===== config.mk =====
export PLATFORM = sky130hd
export DESIGN_NAME = conv_block_addr_ctrl_flat
export DESIGN_NICKNAME = d
export VERILOG_FILES = /design/src/rtl/conv_block_addr_ctrl_if.sv /design/src/rtl/conv_block_addr_ctrl.sv /design/src/flat_wrapper.sv
export SDC_FILE = /design/constraint.sdc
export NUM_CORES = 1
export LEC_CHECK = 0
export ABC_AREA = 1
export CORE_UTILIZATION = 34
export DETAILED_ROUTE_END_ITERATION = 6
export SETUP_SLACK_MARGIN = 0.05
export SYNTH_ARGS = -nofsm -noshare
export SYNTH_HDL_FRONTEND = slang
export SYNTH_SLANG_ARGS = --single-unit

===== constraint.sdc =====
create_clock -name i_CLK -period 3.52 [get_ports i_CLK]
set_clock_uncertainty 0.05 [all_clocks]
set_input_delay 0.704 -clock i_CLK [delete_from_list [all_inputs] [get_ports i_CLK]]
set_output_delay 0.704 -clock i_CLK [all_outputs]
set_load 0.01 [all_outputs]

===== src/rtl/conv_block_addr_ctrl_if.sv =====
`default_nettype none
// ============================================================================
// Module      : conv_block_addr_ctrl_if
// Description : Host/controller bundle for the column-block address controller.
// Revision    : 1.0 - initial release
// ============================================================================
interface conv_block_addr_ctrl_if #(
  parameter int NB_ADDRESS = 10,
  parameter int NB_IMAGE   = 10,
  parameter int NB_BLOCK   = 4
);
  logic [NB_IMAGE-1:0]   i_imgLength;
  logic [NB_BLOCK-1:0]   i_nBlocks;
  logic                  i_SoP;
  logic                  i_valid;
  logic [NB_ADDRESS-1:0] o_readAdd;
  logic [NB_ADDRESS-1:0] o_writeAdd;
  logic                  o_fsm2convVld;
  logic                  o_changeBlock;
  logic                  o_EoP;
  logic [NB_BLOCK-1:0]   o_blockIdx;
  logic                  o_done;
  logic                  o_err;
  logic [2:0]            o_state;

  modport master (
    output i_imgLength, i_nBlocks, i_SoP, i_valid,
    input  o_readAdd, o_writeAdd, o_fsm2convVld, o_changeBlock, o_EoP,
           o_blockIdx, o_done, o_err, o_state
  );

  modport slave (
    input  i_imgLength, i_nBlocks, i_SoP, i_valid,
    output o_readAdd, o_writeAdd, o_fsm2convVld, o_changeBlock, o_EoP,
           o_blockIdx, o_done, o_err, o_state
  );
endinterface
`default_nettype wire


===== src/rtl/conv_block_addr_ctrl.sv =====
`default_nettype none
// ============================================================================
// Module      : conv_block_addr_ctrl
// Description : Load / process / unload sequencer over B column blocks of
//               height H for the line-memory + convolver datapath.
// Revision    : 1.0 - initial release
// ============================================================================
module conv_block_addr_ctrl #(
  parameter int NB_ADDRESS = 10,
  parameter int NB_IMAGE   = 10,
  parameter int NB_BLOCK   = 4,
  parameter int LATENCY    = 6,
  parameter int KERNEL     = 3
) (
  input  wire logic             i_CLK,
  input  wire logic             i_reset,
  conv_block_addr_ctrl_if.slave bus
);

  localparam logic [31:0] c_latency = 32'(LATENCY);
  localparam logic [31:0] c_kernel  = 32'(KERNEL);

  typedef enum logic [2:0] {
    ST_LOAD   = 3'd0,
    ST_WAIT   = 3'd1,
    ST_PROC   = 3'd2,
    ST_UNLOAD = 3'd3,
    ST_DONE   = 3'd4,
    ST_ERR    = 3'd5
  } state_t;

  state_t                state_q, state_d;
  logic [NB_IMAGE-1:0]   h_q;
  logic [NB_BLOCK-1:0]   b_q;
  logic [NB_BLOCK-1:0]   blk_q, blk_d;
  logic [NB_ADDRESS-1:0] cnt_q, cnt_d;
  logic [NB_ADDRESS-1:0] rd_q, rd_d;
  logic [NB_ADDRESS-1:0] wr_q, wr_d;
  logic [31:0]           k_q, k_d;
  logic                  valid_prev_q;
  logic                  vld_q, vld_d;
  logic                  chg_q, chg_d;
  logic                  eop_q, eop_d;
  logic                  done_q, done_d;
  logic                  err_q;

  logic                  w_edge;
  logic                  w_err_rst;
  logic [NB_ADDRESS-1:0] w_h_m1;
  logic [31:0]           w_k_last;

  assign w_edge    = bus.i_valid & ~valid_prev_q;
  assign w_err_rst = (32'(bus.i_imgLength) < c_kernel) |
                     (32'(bus.i_imgLength) < c_latency + 32'd1) |
                     (bus.i_nBlocks == '0);
  assign w_h_m1    = NB_ADDRESS'(h_q) - NB_ADDRESS'(1);
  // Last PROC phase index: write pointer reaches H-KERNEL after LATENCY idle cycles.
  assign w_k_last  = 32'(h_q) + c_latency - c_kernel;

  always_comb begin
    state_d = state_q;
    cnt_d   = cnt_q;
    rd_d    = rd_q;
    wr_d    = wr_q;
    k_d     = k_q;
    blk_d   = blk_q;
    vld_d   = vld_q;
    chg_d   = 1'b0;
    eop_d   = eop_q;
    done_d  = done_q;
    case (state_q)
      ST_LOAD: begin
        if (w_edge) begin
          if (cnt_q == w_h_m1) begin
            cnt_d   = '0;
            state_d = ST_WAIT;
            chg_d   = 1'b1;
          end else begin
            cnt_d = cnt_q + NB_ADDRESS'(1);
          end
        end
      end
      ST_WAIT: begin
        if (bus.i_SoP) begin
          state_d = ST_PROC;
          rd_d    = '0;
          wr_d    = '0;
          k_d     = '0;
          vld_d   = 1'b1;
        end
      end
      ST_PROC: begin
        if (k_q == w_k_last) begin
          state_d = ST_UNLOAD;
          eop_d   = 1'b1;
          vld_d   = 1'b0;
          cnt_d   = '0;
        end else begin
          k_d = k_q + 32'd1;
          if (rd_q != w_h_m1) rd_d = rd_q + NB_ADDRESS'(1);
          if (k_q >= c_latency) wr_d = wr_q + NB_ADDRESS'(1);
        end
      end
      ST_UNLOAD: begin
        if (w_edge) begin
          if (cnt_q == w_h_m1) begin
            chg_d = 1'b1;
            eop_d = 1'b0;
            cnt_d = '0;
            if (blk_q == b_q - NB_BLOCK'(1)) begin
              state_d = ST_DONE;
              done_d  = 1'b1;
            end else begin
              blk_d   = blk_q + NB_BLOCK'(1);
              state_d = ST_WAIT;
            end
          end else begin
            cnt_d = cnt_q + NB_ADDRESS'(1);
          end
        end
      end
      default: ;
    endcase
  end

  always_ff @(posedge i_CLK) begin
    valid_prev_q <= bus.i_valid;
    if (i_reset) begin
      h_q     <= bus.i_imgLength;
      b_q     <= bus.i_nBlocks;
      err_q   <= w_err_rst;
      state_q <= w_err_rst ? ST_ERR : ST_LOAD;
      cnt_q   <= '0;
      rd_q    <= '0;
      wr_q    <= '0;
      k_q     <= '0;
      blk_q   <= '0;
      vld_q   <= 1'b0;
      chg_q   <= 1'b0;
      eop_q   <= 1'b0;
      done_q  <= 1'b0;
    end else begin
      state_q <= state_d;
      cnt_q   <= cnt_d;
      rd_q    <= rd_d;
      wr_q    <= wr_d;
      k_q     <= k_d;
      blk_q   <= blk_d;
      vld_q   <= vld_d;
      chg_q   <= chg_d;
      eop_q   <= eop_d;
      done_q  <= done_d;
    end
  end

  assign bus.o_readAdd     = (state_q == ST_PROC) ? rd_q : cnt_q;
  assign bus.o_writeAdd    = (state_q == ST_PROC) ? wr_q : cnt_q;
  assign bus.o_fsm2convVld = vld_q;
  assign bus.o_changeBlock = chg_q;
  assign bus.o_EoP         = eop_q;
  assign bus.o_blockIdx    = blk_q;
  assign bus.o_done        = done_q;
  assign bus.o_err         = err_q;
  assign bus.o_state       = state_q;

endmodule
`default_nettype wire


===== src/flat_wrapper.sv =====
// flat-port wrapper written by rule: the top's interface ports become plain ports
module conv_block_addr_ctrl_flat 
#(
  parameter int NB_ADDRESS = 10,
  parameter int NB_IMAGE   = 10,
  parameter int NB_BLOCK   = 4,
  parameter int LATENCY    = 6,
  parameter int KERNEL     = 3
)
  (i_CLK, i_reset, bus_i_imgLength, bus_i_nBlocks, bus_i_SoP, bus_i_valid, bus_o_readAdd, bus_o_writeAdd, bus_o_fsm2convVld, bus_o_changeBlock, bus_o_EoP, bus_o_blockIdx, bus_o_done, bus_o_err, bus_o_state);
  conv_block_addr_ctrl_if #(.NB_ADDRESS(NB_ADDRESS), .NB_IMAGE(NB_IMAGE), .NB_BLOCK(NB_BLOCK)) bus_i ();
  input  wire logic i_CLK;
  input  wire logic i_reset;
  input wire logic [$bits(bus_i.i_imgLength)-1:0] bus_i_imgLength;
  input wire logic [$bits(bus_i.i_nBlocks)-1:0] bus_i_nBlocks;
  input wire logic [$bits(bus_i.i_SoP)-1:0] bus_i_SoP;
  input wire logic [$bits(bus_i.i_valid)-1:0] bus_i_valid;
  output wire logic [$bits(bus_i.o_readAdd)-1:0] bus_o_readAdd;
  output wire logic [$bits(bus_i.o_writeAdd)-1:0] bus_o_writeAdd;
  output wire logic [$bits(bus_i.o_fsm2convVld)-1:0] bus_o_fsm2convVld;
  output wire logic [$bits(bus_i.o_changeBlock)-1:0] bus_o_changeBlock;
  output wire logic [$bits(bus_i.o_EoP)-1:0] bus_o_EoP;
  output wire logic [$bits(bus_i.o_blockIdx)-1:0] bus_o_blockIdx;
  output wire logic [$bits(bus_i.o_done)-1:0] bus_o_done;
  output wire logic [$bits(bus_i.o_err)-1:0] bus_o_err;
  output wire logic [$bits(bus_i.o_state)-1:0] bus_o_state;
  assign bus_i.i_imgLength = bus_i_imgLength;
  assign bus_i.i_nBlocks = bus_i_nBlocks;
  assign bus_i.i_SoP = bus_i_SoP;
  assign bus_i.i_valid = bus_i_valid;
  assign bus_o_readAdd = bus_i.o_readAdd;
  assign bus_o_writeAdd = bus_i.o_writeAdd;
  assign bus_o_fsm2convVld = bus_i.o_fsm2convVld;
  assign bus_o_changeBlock = bus_i.o_changeBlock;
  assign bus_o_EoP = bus_i.o_EoP;
  assign bus_o_blockIdx = bus_i.o_blockIdx;
  assign bus_o_done = bus_i.o_done;
  assign bus_o_err = bus_i.o_err;
  assign bus_o_state = bus_i.o_state;
  conv_block_addr_ctrl #(.NB_ADDRESS(NB_ADDRESS), .NB_IMAGE(NB_IMAGE), .NB_BLOCK(NB_BLOCK), .LATENCY(LATENCY), .KERNEL(KERNEL)) u_core (.i_CLK(i_CLK), .i_reset(i_reset), .bus(bus_i));
endmodule

==> flow_summary.json, run 1 <==
{
  "cts_made_buffers": 9,
  "rsz0062_at_grt": "true",
  "overflow": 0,
  "wire_per_inst_um": 15.5,
  "crit_path_start": "u_core.h_q[2]",
  "vias": 7436,
  "top_usage_layer": "met2",
  "clk_pin_slew_ps": 70,
  "min_period_over_period": 0.960,
  "die_height_um": 143,
  "leakage_nw": 3.44,
  "die_x_um": 143,
  "critPathLaunchType": "flip-flop",
  "seq_area_frac_synth": 0.292,
  "drtPass1Iterations": 5,
  "arrival_ps": 3610,
  "crit_required_ps": 3750,
  "yosys_warnings": 0,
  "core_um2": 19400,
  "syn2layout_area_growth_pct": 28.5,
  "power_mw": 4.09,
  "fin_area_um2": 8640,
  "start_util": 0.346,
  "cts_hold_buf": 0,
  "antenna_found_initial": 0,
  "fmax_ghz": 0.296,
  "place_area_um2": 7560,
  "worst_slew_pin_slew_ps": 1040,
  "place_ws_ps": -55.7,
  "r2r_start": "u_core.h_q[2]",
  "holdPathEnd": "u_core.wr_q[9]",
  "rr_worst_depth": 27,
  "syn_area_um2": 6720,
  "drtIter0Drc": 631,
  "power_density_nw_per_um2": 474,
  "remaining_drc_errors": 0,
  "grt_max_degree": 56,
  "n_antenna_cell": 0,
  "port_buffers": 49,
  "place_congestion": 0.914,
  "clockBufferDepth": 2,
  "syn_area_per_cell_um2": 6.23,
  "ant_nets": 0,
  "grtUsageMet3": 0.0289,
  "drv_slew": 0,
  "synth.distinct_cells": 40,
  "hp-class": "flip-flop to flip-flop",
  "nets": 1186,
  "fin_ws_ps": 140,
  "vias_per_cell": 5.22,
  "setup_viol": 0,
  "grt_util_met2": 0.347,
  "drv_cap": 0,
  "grt_pass1_wl_mm": 34.0,
  "vdd_drop_max_mv": 0.309,
  "cts-root-buf": "clkbuf_16",
  "row_count": 51,
  "syn_nets": 1110,
  "cts_tree": "yes",
  "grt_pass1_vias": 6609,
  "dp.final_hpwl_mm": 15.1,
  "hold_viol": 0,
  "min_from": "u_core.wr_q[9]",
  "netlist_instances": 1079,
  "relSlewSlack": 0.310,
  "clkLatencyLatePin_ps": 360,
  "r2r_end": "u_core.k_q[28]",
  "whs_path_depth": 2,
  "path_class": "flip-flop to flip-flop",
  "ios": 50,
  "outcome": "complete, no violations",
  "totalWireLength_mm": 22.1,
  "drive_above_1_share": 0.153,
  "grt.met1_usage": 0.277,
  "r2r_slack_ps": 140,
  "cp-end-kind": "flip-flop",
  "crit_fanout": 6,
  "h-tree-depth": 3,
  "timing.hold.ws_ps": 432,
  "fin_crit_ps": 3380,
  "cts.sinks": 89,
  "grt_use_total": 0.213,
  "ys_seq_elements": 89,
  "dieArea_um2": 20300
}
==> stage by stage <==
stage               std cells  utilization  TNS [ps]
global route             1425        0.445     -4950
global placement         1379        0.390         0
detailed placement       1379        0.390      -250
floorplan                1079            -         0
CTS                      1402        0.411         0
finish                   1425        0.445         0
==> power by group <==
group	internal (mW)	total [mW]	switching (mW)	leakage, nW
registers	1.18	1.38	0.195	0.757
logic	0.660	1.64	0.982	2.54
clock network	0.624	1.07	0.451	0.148
total	2.47	4.09	1.63	3.44
==> synthesized netlist by cell type <==
master | instances | area [um^2]
buf_1 | 4 | 15.0
o21ai_0 | 42 | 210
buf_4 | 4 | 30.0
nor4_1 | 10 | 62.6
a31oi_1 | 3 | 18.8
clkbuf_1 | 23 | 86.3
dfxtp_1 | 71 | 1420
buf_2 | 8 | 40.0
buf_6 | 4 | 45.0
nand3_1 | 125 | 626
nand4_2 | 2 | 25.0
a21oi_2 | 2 | 17.5
o41ai_1 | 1 | 8.76
nor3_2 | 1 | 10.0
nor3b_1 | 4 | 30.0
nand3_2 | 4 | 40.0
xor2_1 | 30 | 263
inv_1 | 115 | 432
xnor2_1 | 7 | 61.3
o21ai_1 | 2 | 10.0
edfxtp_1 | 18 | 541
o21a_1 | 2 | 15.0
o21bai_1 | 1 | 7.51
nand4_1 | 34 | 213
nor2_4 | 5 | 56.3
o21bai_2 | 1 | 11.3
a21oi_1 | 66 | 330
inv_2 | 8 | 30.0
nor2_1 | 131 | 492
nor3_1 | 30 | 150
nand2_2 | 8 | 50.1
o22ai_1 | 3 | 18.8
nor2_2 | 5 | 31.3
nand3b_1 | 4 | 30.0
o211ai_1 | 3 | 22.5
ha_1 | 13 | 163
or2_2 | 10 | 62.6
o31ai_1 | 2 | 15.0
nand2_1 | 272 | 1020
o221ai_1 | 1 | 8.76
==> registers in the layout, indices dropped and copies added (netlist names) <==
register,cells
u_core.b_q,4
u_core.bus.o_fsm2convVld,1
u_core.bus.o_done,1
u_core.cnt_q,10
u_core.k_q,32
u_core.bus.o_state,3
u_core.bus.o_blockIdx,4
u_core.rd_q,10
u_core.bus.o_changeBlock,1
u_core.valid_prev_q,1
u_core.bus.o_err,1
u_core.wr_q,10
u_core.h_q,10
u_core.bus.o_EoP,1
==> worst max path at each step <==
stage,end,slack [ps],depth (start not counted)
6_report,u_core.k_q[28],140,27
5_1_grt,u_core.k_q[28],-140,27
4_1_cts,u_core.k_q[16],70,27
3_5_place_dp,u_core.bus.o_EoP,-60,27
3_3_place_gp,u_core.bus.o_EoP,110,27
2_1_floorplan,u_core.bus.o_state[0],100,23
==> repair_timing <==
item | in CTS | in global routing
gates cloned | 1 | 12
pin swaps | 2 | 27
buffers inserted | 6 | 11
setup endpoints to repair | 65 | 73
hold endpoints to repair | 0 | 0
resized for setup | 10 | 89
==> critical path, stage by stage (launching register included) <==
cell,delay (ps)
edfxtp_1,400
inv_2,100
ha_4,180
inv_4,50
nand2_4,80
nand4_4,120
nor2_4,130
nand2_2,70
nor2_4,120
nand2_2,60
inv_2,60
ha_4,190
xnor2_1,110
nor2_1,100
nand2_1,60
nor2_1,90
nand3_1,70
nor2_1,110
nand3_1,80
nor2_2,130
nand3_2,130
inv_4,100
nand3_4,100
buf_12,170
nand2_8,70
buf_12,130
nand2_1,60
a21oi_1,150
==> area by class of cell <==
type,instances,area [um^2]
clock buffer,11,233
fill,2028,10800
timing repair buffer,104,1120
tap,265,332
sequential,89,1960
clock inverter,5,80.1
multi-input combinational,827,4430
inverter,123,470
timing repair inverter,1,7.51
==> cell usage in the layout, fill, tap and decap left out, types with 11 or more instances in the layout <==
master / Yosys / layout
a21oi_1: 66 / 56
a21oi_2: 2 / 12
buf_4: 4 / 35
clkbuf_16: 0 / 16
clkdlybuf4s50_1: 0 / 48
dfxtp_1: 71 / 71
edfxtp_1: 18 / 18
inv_1: 115 / 110
nand2_1: 272 / 247
nand2_2: 8 / 26
nand3_1: 125 / 116
nand3_2: 4 / 11
nand4_1: 34 / 34
nor2_1: 131 / 125
nor3_1: 30 / 30
o21ai_0: 42 / 37
xor2_1: 30 / 30
==> cell families after synthesis <==
family / Yosys count / share of synthesized area
buffers and inverters: 166 / 0.101
XOR/XNOR: 37 / 0.0482
adder cells (fa/ha/maj): 13 / 0.0242
AO/OA/AOI/OAI: 129 / 0.103
AND/OR/NAND/NOR: 645 / 0.431
flip-flops: 89 / 0.292
==> routing by layer <==
layer  vias to the layer above  wire length (um)  part of all wire
met5                         -                 0                 0
met4                         0               795             0.036
met3                        63              1290             0.058
met2                       277             10100              0.46
met1                      3391              9850              0.45
li1                       3705                 -                 -
No activity file was read; power rests on OpenSTA's default activity.
==> run 2: changes to the inputs <==
Settings changed: CTS_CLUSTER_SIZE set to 25.
Clock period 3.52 ns to 2.8 ns, I/O delays scaled along.
==> run 2 against run 1 <==
- largest power group unchanged
- sequential power is 25% higher
- the flow now finishes with violations (negative setup slack)
- critical path type unchanged
- sequential share of layout area decreased by 1.3 points
- first-iteration DRC count is 12% higher
==> flow_summary.json, run 2 (same netlist as run 1, synthesis figures left out) <==
{
  "outcome": "finished, violations left",
  "violations": "negative setup slack",
  "clk_pin_slew_ps": 70,
  "crit_required_ps": 3040,
  "antenna_found_initial": 0,
  "rr_worst_depth": 26,
  "min_from": "u_core.bus.o_done",
  "overflow": 0,
  "hold_viol": 0,
  "leakage_nw": 3.81,
  "place_ws_ps": -571,
  "h-tree-depth": 3,
  "core_um2": 19400,
  "drv_cap": 0,
  "r2r_end": "u_core.k_q[1]",
  "fmax_ghz": 0.290,
  "n_antenna_cell": 0,
  "critical-path-top-delay-family": "simple AND/OR/NAND/NOR gates",
  "arrival_ps": 3690,
  "grt_max_degree": 50,
  "die_height_um": 143,
  "final_util": 0.472,
  "fillers": 2006,
  "port_buffers": 49,
  "vdd_drop_max_mv": 0.327,
  "hp-class": "flip-flop to flip-flop",
  "place_area_um2": 8150,
  "path_class": "flip-flop to flip-flop",
  "final.setup.tns_ps": -41480,
  "vias_per_cell": 5.17,
  "place_congestion": 0.913,
  "clkLatencyLatePin_ps": 370,
  "grt_pass1_vias": 6865,
  "nets": 1241,
  "grt_pass1_wl_mm": 35.5,
  "cp-end-kind": "flip-flop",
  "grt_use_total": 0.223,
  "cts_made_buffers": 9,
  "crit_fanout": 12,
  "drive_above_1_share": 0.220,
  "wire_per_inst_um": 15.7,
  "power_density_nw_per_um2": 580,
  "cts.sinks": 89,
  "fin_area_um2": 9160,
  "r2r_slack_ps": -650,
  "rsz0062_at_grt": "true",
  "fin_crit_ps": 3450,
  "slowest_delay_ps": 410,
  "drtPass1Iterations": 5,
  "top_register": "u_core.k_q",
  "ant_nets": 0,
  "die_x_um": 143,
  "critPathBufInv": 5,
  "place_inst": 1434,
  "totalWireLength_mm": 23.3,
  "cts_tree": "yes",
  "dieArea_um2": 20300,
  "syn2layout_area_growth_pct": 36.3,
  "setup_viol": 68,
  "holdPathEnd": "u_core.bus.o_done",
  "row_count": 51,
  "timing.hold.ws_ps": 424,
  "fin_ws_ps": -651,
  "layout_common_cells": "nand2_1 (252), nor2_1 (117), inv_1 (112)",
  "cts-root-buf": "clkbuf_16",
  "final-instance-count-excl-fill": 1480,
  "drv_slew": 0,
  "clockBufferDepth": 2,
  "layout_commonest_cell": "nand2_1",
  "worst_slew_pin_slew_ps": 1350,
  "cp_slowest_cell": "edfxtp_1",
  "min_period_over_period": 1.23,
  "multiInputGateArea_um2": 4610,
  "relSlewSlack": 0.0978,
  "drtIter0Drc": 707,
  "power_mw": 5.32,
  "whs_path_depth": 2,
  "critPathLaunchType": "flip-flop",
  "dp.final_hpwl_mm": 15.8,
  "start_util": 0.346,
  "r2r_start": "u_core.h_q[1]",
  "ios": 50,
  "remaining_drc_errors": 0,
  "ff_latch_area_um2": 1960,
  "vias": 7658,
  "largest_register_ffs": 32
}
## run 2: changes by cell type in the layout (fill, tap and decap cells not counted), moves of 4 or more
cell | previous run | this run
a21oi_1 | 56 | 47
dlygate4sd2_1 | 0 | 20
nand2_2 | 26 | 22
nand2_1 | 247 | 252
nand3_1 | 116 | 99
nor2_1 | 125 | 117
a21oi_2 | 12 | 20
clkbuf_16 | 16 | 12
buf_4 | 35 | 94
nor2_2 | 9 | 15
nand3_2 | 11 | 27
o21ai_0 | 37 | 33
clkdlybuf4s50_1 | 48 | 28
## run 2: how the worst max path moves through the flow
stage,from,end,slack (ps),cells after the start
CTS,u_core.h_q[1],u_core.bus.o_state[0],-490,23
finish,u_core.h_q[1],u_core.k_q[1],-650,26
detailed placement,u_core.h_q[1],u_core.bus.o_state[2],-570,23
floorplan,u_core.h_q[2],u_core.bus.o_EoP,-270,28
global placement,u_core.h_q[1],u_core.bus.o_state[0],-510,23
global route,u_core.h_q[1],u_core.k_q[1],-890,26
## run 2: repair_timing
action                     4_1_cts  5_1_grt
hold buffers                     0        0
setup buffers                   11        9
resized for setup               47       75
pin swaps                        6       32
cloned                           2        8
setup endpoints to repair       88       74
## run 2: routing by layer
metal / wire [um] / global-route usage / vias up
li1: - / - / 3816
met1: 10400 / 0.284 / 3525
met2: 11000 / 0.385 / 282
met3: 1380 / 0.0323 / 35
met4: 454 / 0.0741 / 0
met5: 0 / 0 / -
## run 2: layout make-up
| cell class | instances | share of cell area |
|---|---|---|
| inverters | 123 | 0.0509 |
| repair buffers | 159 | 0.162 |
| well taps | 265 | 0.0362 |
| clock inverters | 6 | 0.00819 |
| clock buffers | 10 | 0.0250 |
| multi-input cells | 828 | 0.503 |
| flip-flops and latches | 89 | 0.214 |
## run 2: where the power goes
part	switching, mW	leakage [nW]	internal (mW)
clock network	0.610	0.146	0.708
logic	1.34	2.91	0.938
registers	0.239	0.757	1.48
total	2.19	3.81	3.13
## run 2: worst min-delay path, cell delays in order (launching register included)
cell and delay [ps]:
dfxtp_1 330, nand2_1 70, o31ai_2 50
==> run 3: changes to the inputs <==
Settings changed: CELL_PAD_IN_SITES_DETAIL_PLACEMENT set to 1, CELL_PAD_IN_SITES_GLOBAL_PLACEMENT set to 1, PLACE_DENSITY_LB_ADDON set to 0.1.
==> run 3 against run 2 <==
- the flow still finishes with violations (negative setup slack)
- critical path type unchanged
- total power up 4.3%
- clock power up 8%
- combinational power up 5%
- design area up 2.5%
- global-route usage up 2.5 points
- critical endpoint is now u_core.k_q[24]
- first-iteration DRC count down 59%
- core utilization up 1.2 points
- sequential share of layout area down 0.51 points
- sequential power about the same
==> flow_summary.json, run 3 (same netlist as run 1, synthesis figures left out) <==
{
  "fin_crit_ps": 3460,
  "place_inst": 1452,
  "port_buffers": 49,
  "row_count": 51,
  "seq_power_share": 0.313,
  "wire_per_inst_um": 16.9,
  "critical-path-top-delay-family": "simple AND/OR/NAND/NOR gates",
  "vdd_drop_max_mv": 0.310,
  "critPathLaunchType": "flip-flop",
  "cp_slowest_cell": "edfxtp_1",
  "path_class": "flip-flop to flip-flop",
  "h-tree-depth": 3,
  "clockBufferDepth": 2,
  "layout_commonest_cell": "nand2_1",
  "largest_register_ffs": 32,
  "grtUsageMet3": 0.0316,
  "drtPass1Iterations": 4,
  "die_x_um": 143,
  "remaining_drc_errors": 0,
  "cts_made_buffers": 9,
  "timing.hold.ws_ps": 434,
  "setup_viol": 68,
  "switching_power_mw": 2.21,
  "place_ws_ps": -631,
  "grt_util_met2": 0.434,
  "antenna_found_initial": 0,
  "grt.met1_usage": 0.322,
  "drv_cap": 0,
  "dieArea_um2": 20300,
  "drv_slew": 0,
  "violations": "negative setup slack",
  "overflow": 0,
  "grt_max_degree": 50,
  "arrival_ps": 3690,
  "core_um2": 19400,
  "top_usage_layer": "met2",
  "crit_fanout": 10,
  "cts_hold_buf": 0,
  "crit_top_cell": "nand2_2",
  "die_height_um": 143,
  "nets": 1259,
  "rsz0062_at_grt": "true",
  "vias_per_cell": 5.14,
  "fin_ws_ps": -656,
  "clkLatencyLatePin_ps": 360,
  "pwr-share-clk": 0.256,
  "drtIter0Drc": 289,
  "cts-root-buf": "clkbuf_16",
  "vias": 7693,
  "clk_pin_slew_ps": 70,
  "internal_power_mw": 3.34,
  "final-instance-count-excl-fill": 1498,
  "top_register": "u_core.k_q",
  "syn2layout_area_growth_pct": 39.7,
  "cts_tree": "yes",
  "outcome": "finished, violations left",
  "grt_use_total": 0.248,
  "final_util": 0.484,
  "cts.sinks": 89,
  "crit_required_ps": 3030,
  "ios": 50,
  "ant_nets": 0,
  "slowest_delay_ps": 360,
  "dp.final_hpwl_mm": 18.3,
  "start_util": 0.346,
  "totalWireLength_mm": 25.3,
  "hold_viol": 0,
  "layout_common_cells": "nand2_1 (249), nor2_1 (118), inv_1 (110), buf_4 (110), nand3_1 (105)",
  "power_density_nw_per_um2": 591,
  "critPathBufInv": 5,
  "drive_above_1_share": 0.236,
  "grt_pass1_wl_mm": 39.2,
  "place_congestion": 0.824,
  "combPwrFrac": 0.431,
  "relSlewSlack": 0.570,
  "fmax_ghz": 0.289,
  "min_period_over_period": 1.23,
  "n_antenna_cell": 0,
  "final.setup.tns_ps": -39410,
  "grt_pass1_vias": 7602,
  "hp-class": "flip-flop to flip-flop",
  "leakage_nw": 3.94,
  "worst_slew_pin_slew_ps": 641,
  "switching_share": 0.398,
  "cp-end-kind": "flip-flop"
}
## run 3: cell count changes in the layout (fill, tap and decap cells not counted), moves of 6 or more
| cell | previous run | this run |
|---|---|---|
| o21ai_0 | 33 | 26 |
| nand3_1 | 99 | 105 |
| a21oi_1 | 47 | 38 |
| o21ai_1 | 7 | 15 |
| buf_4 | 94 | 110 |
| nand3_2 | 27 | 21 |
| a21oi_2 | 20 | 29 |
## run 3: stage by stage
step / total power, mW / cell area, um^2
5_1_grt: 5.89 / 9390
2_1_floorplan: 2.95 / 6880
3_5_place_dp: 3.88 / 8310
6_report: 5.55 / 9390
4_1_cts: 5.36 / 8910
3_3_place_gp: 3.85 / 8310
## run 3: routing by layer
layer  wire length (um)  vias to the layer above
met2              12200                      129
met3                771                       24
met5                  0                        -
li1                   -                     3840
met4                385                        0
met1              11900                     3700
## run 3: what timing repair did
action / CTS / global route
buffers inserted: 15 / 9
cloned: 0 / 8
pin swaps: 11 / 23
endpoints found under the setup margin: 88 / 72
resized for setup: 72 / 69
## run 3: worst paths after layout
kind / start / to / slack (ps) / depth (start not counted)
worst max-delay path: u_core.h_q[1] / u_core.k_q[24] / -660 / 27
worst min-delay path: u_core.bus.o_done / u_core.bus.o_done / 430 / 2
worst max register to register: u_core.h_q[1] / u_core.k_q[24] / -660 / 27
worst min register to register: u_core.bus.o_done / u_core.bus.o_done / 430 / 2
## run 3: worst min-delay path, delay by kind of cell (launching register included)
kind            cells  cell delay (ps)
flops               1              320
simple gates        1               60
compound gates      1               60
## run 3: power groups by stage
| stage | registers [mW] | logic, mW | clock network [mW] |
|---|---|---|---|
| 2_1_floorplan | 1.66 | 1.29 | 0 |
| 3_3_place_gp | 1.75 | 2.09 | 0 |
| 3_5_place_dp | 1.76 | 2.12 | 0 |
| 4_1_cts | 1.73 | 2.18 | 1.45 |
| 5_1_grt | 1.76 | 2.63 | 1.50 |
| 6_report | 1.74 | 2.39 | 1.42 |
## run 3: cell type report
cell class,count,area (um^2)
clock buffer,10,250
clock inverter,6,87.6
fill,2577,10000
inverter,123,464
multi-input combinational,825,4610
sequential,89,1960
tap,265,332
timing repair buffer,180,1680
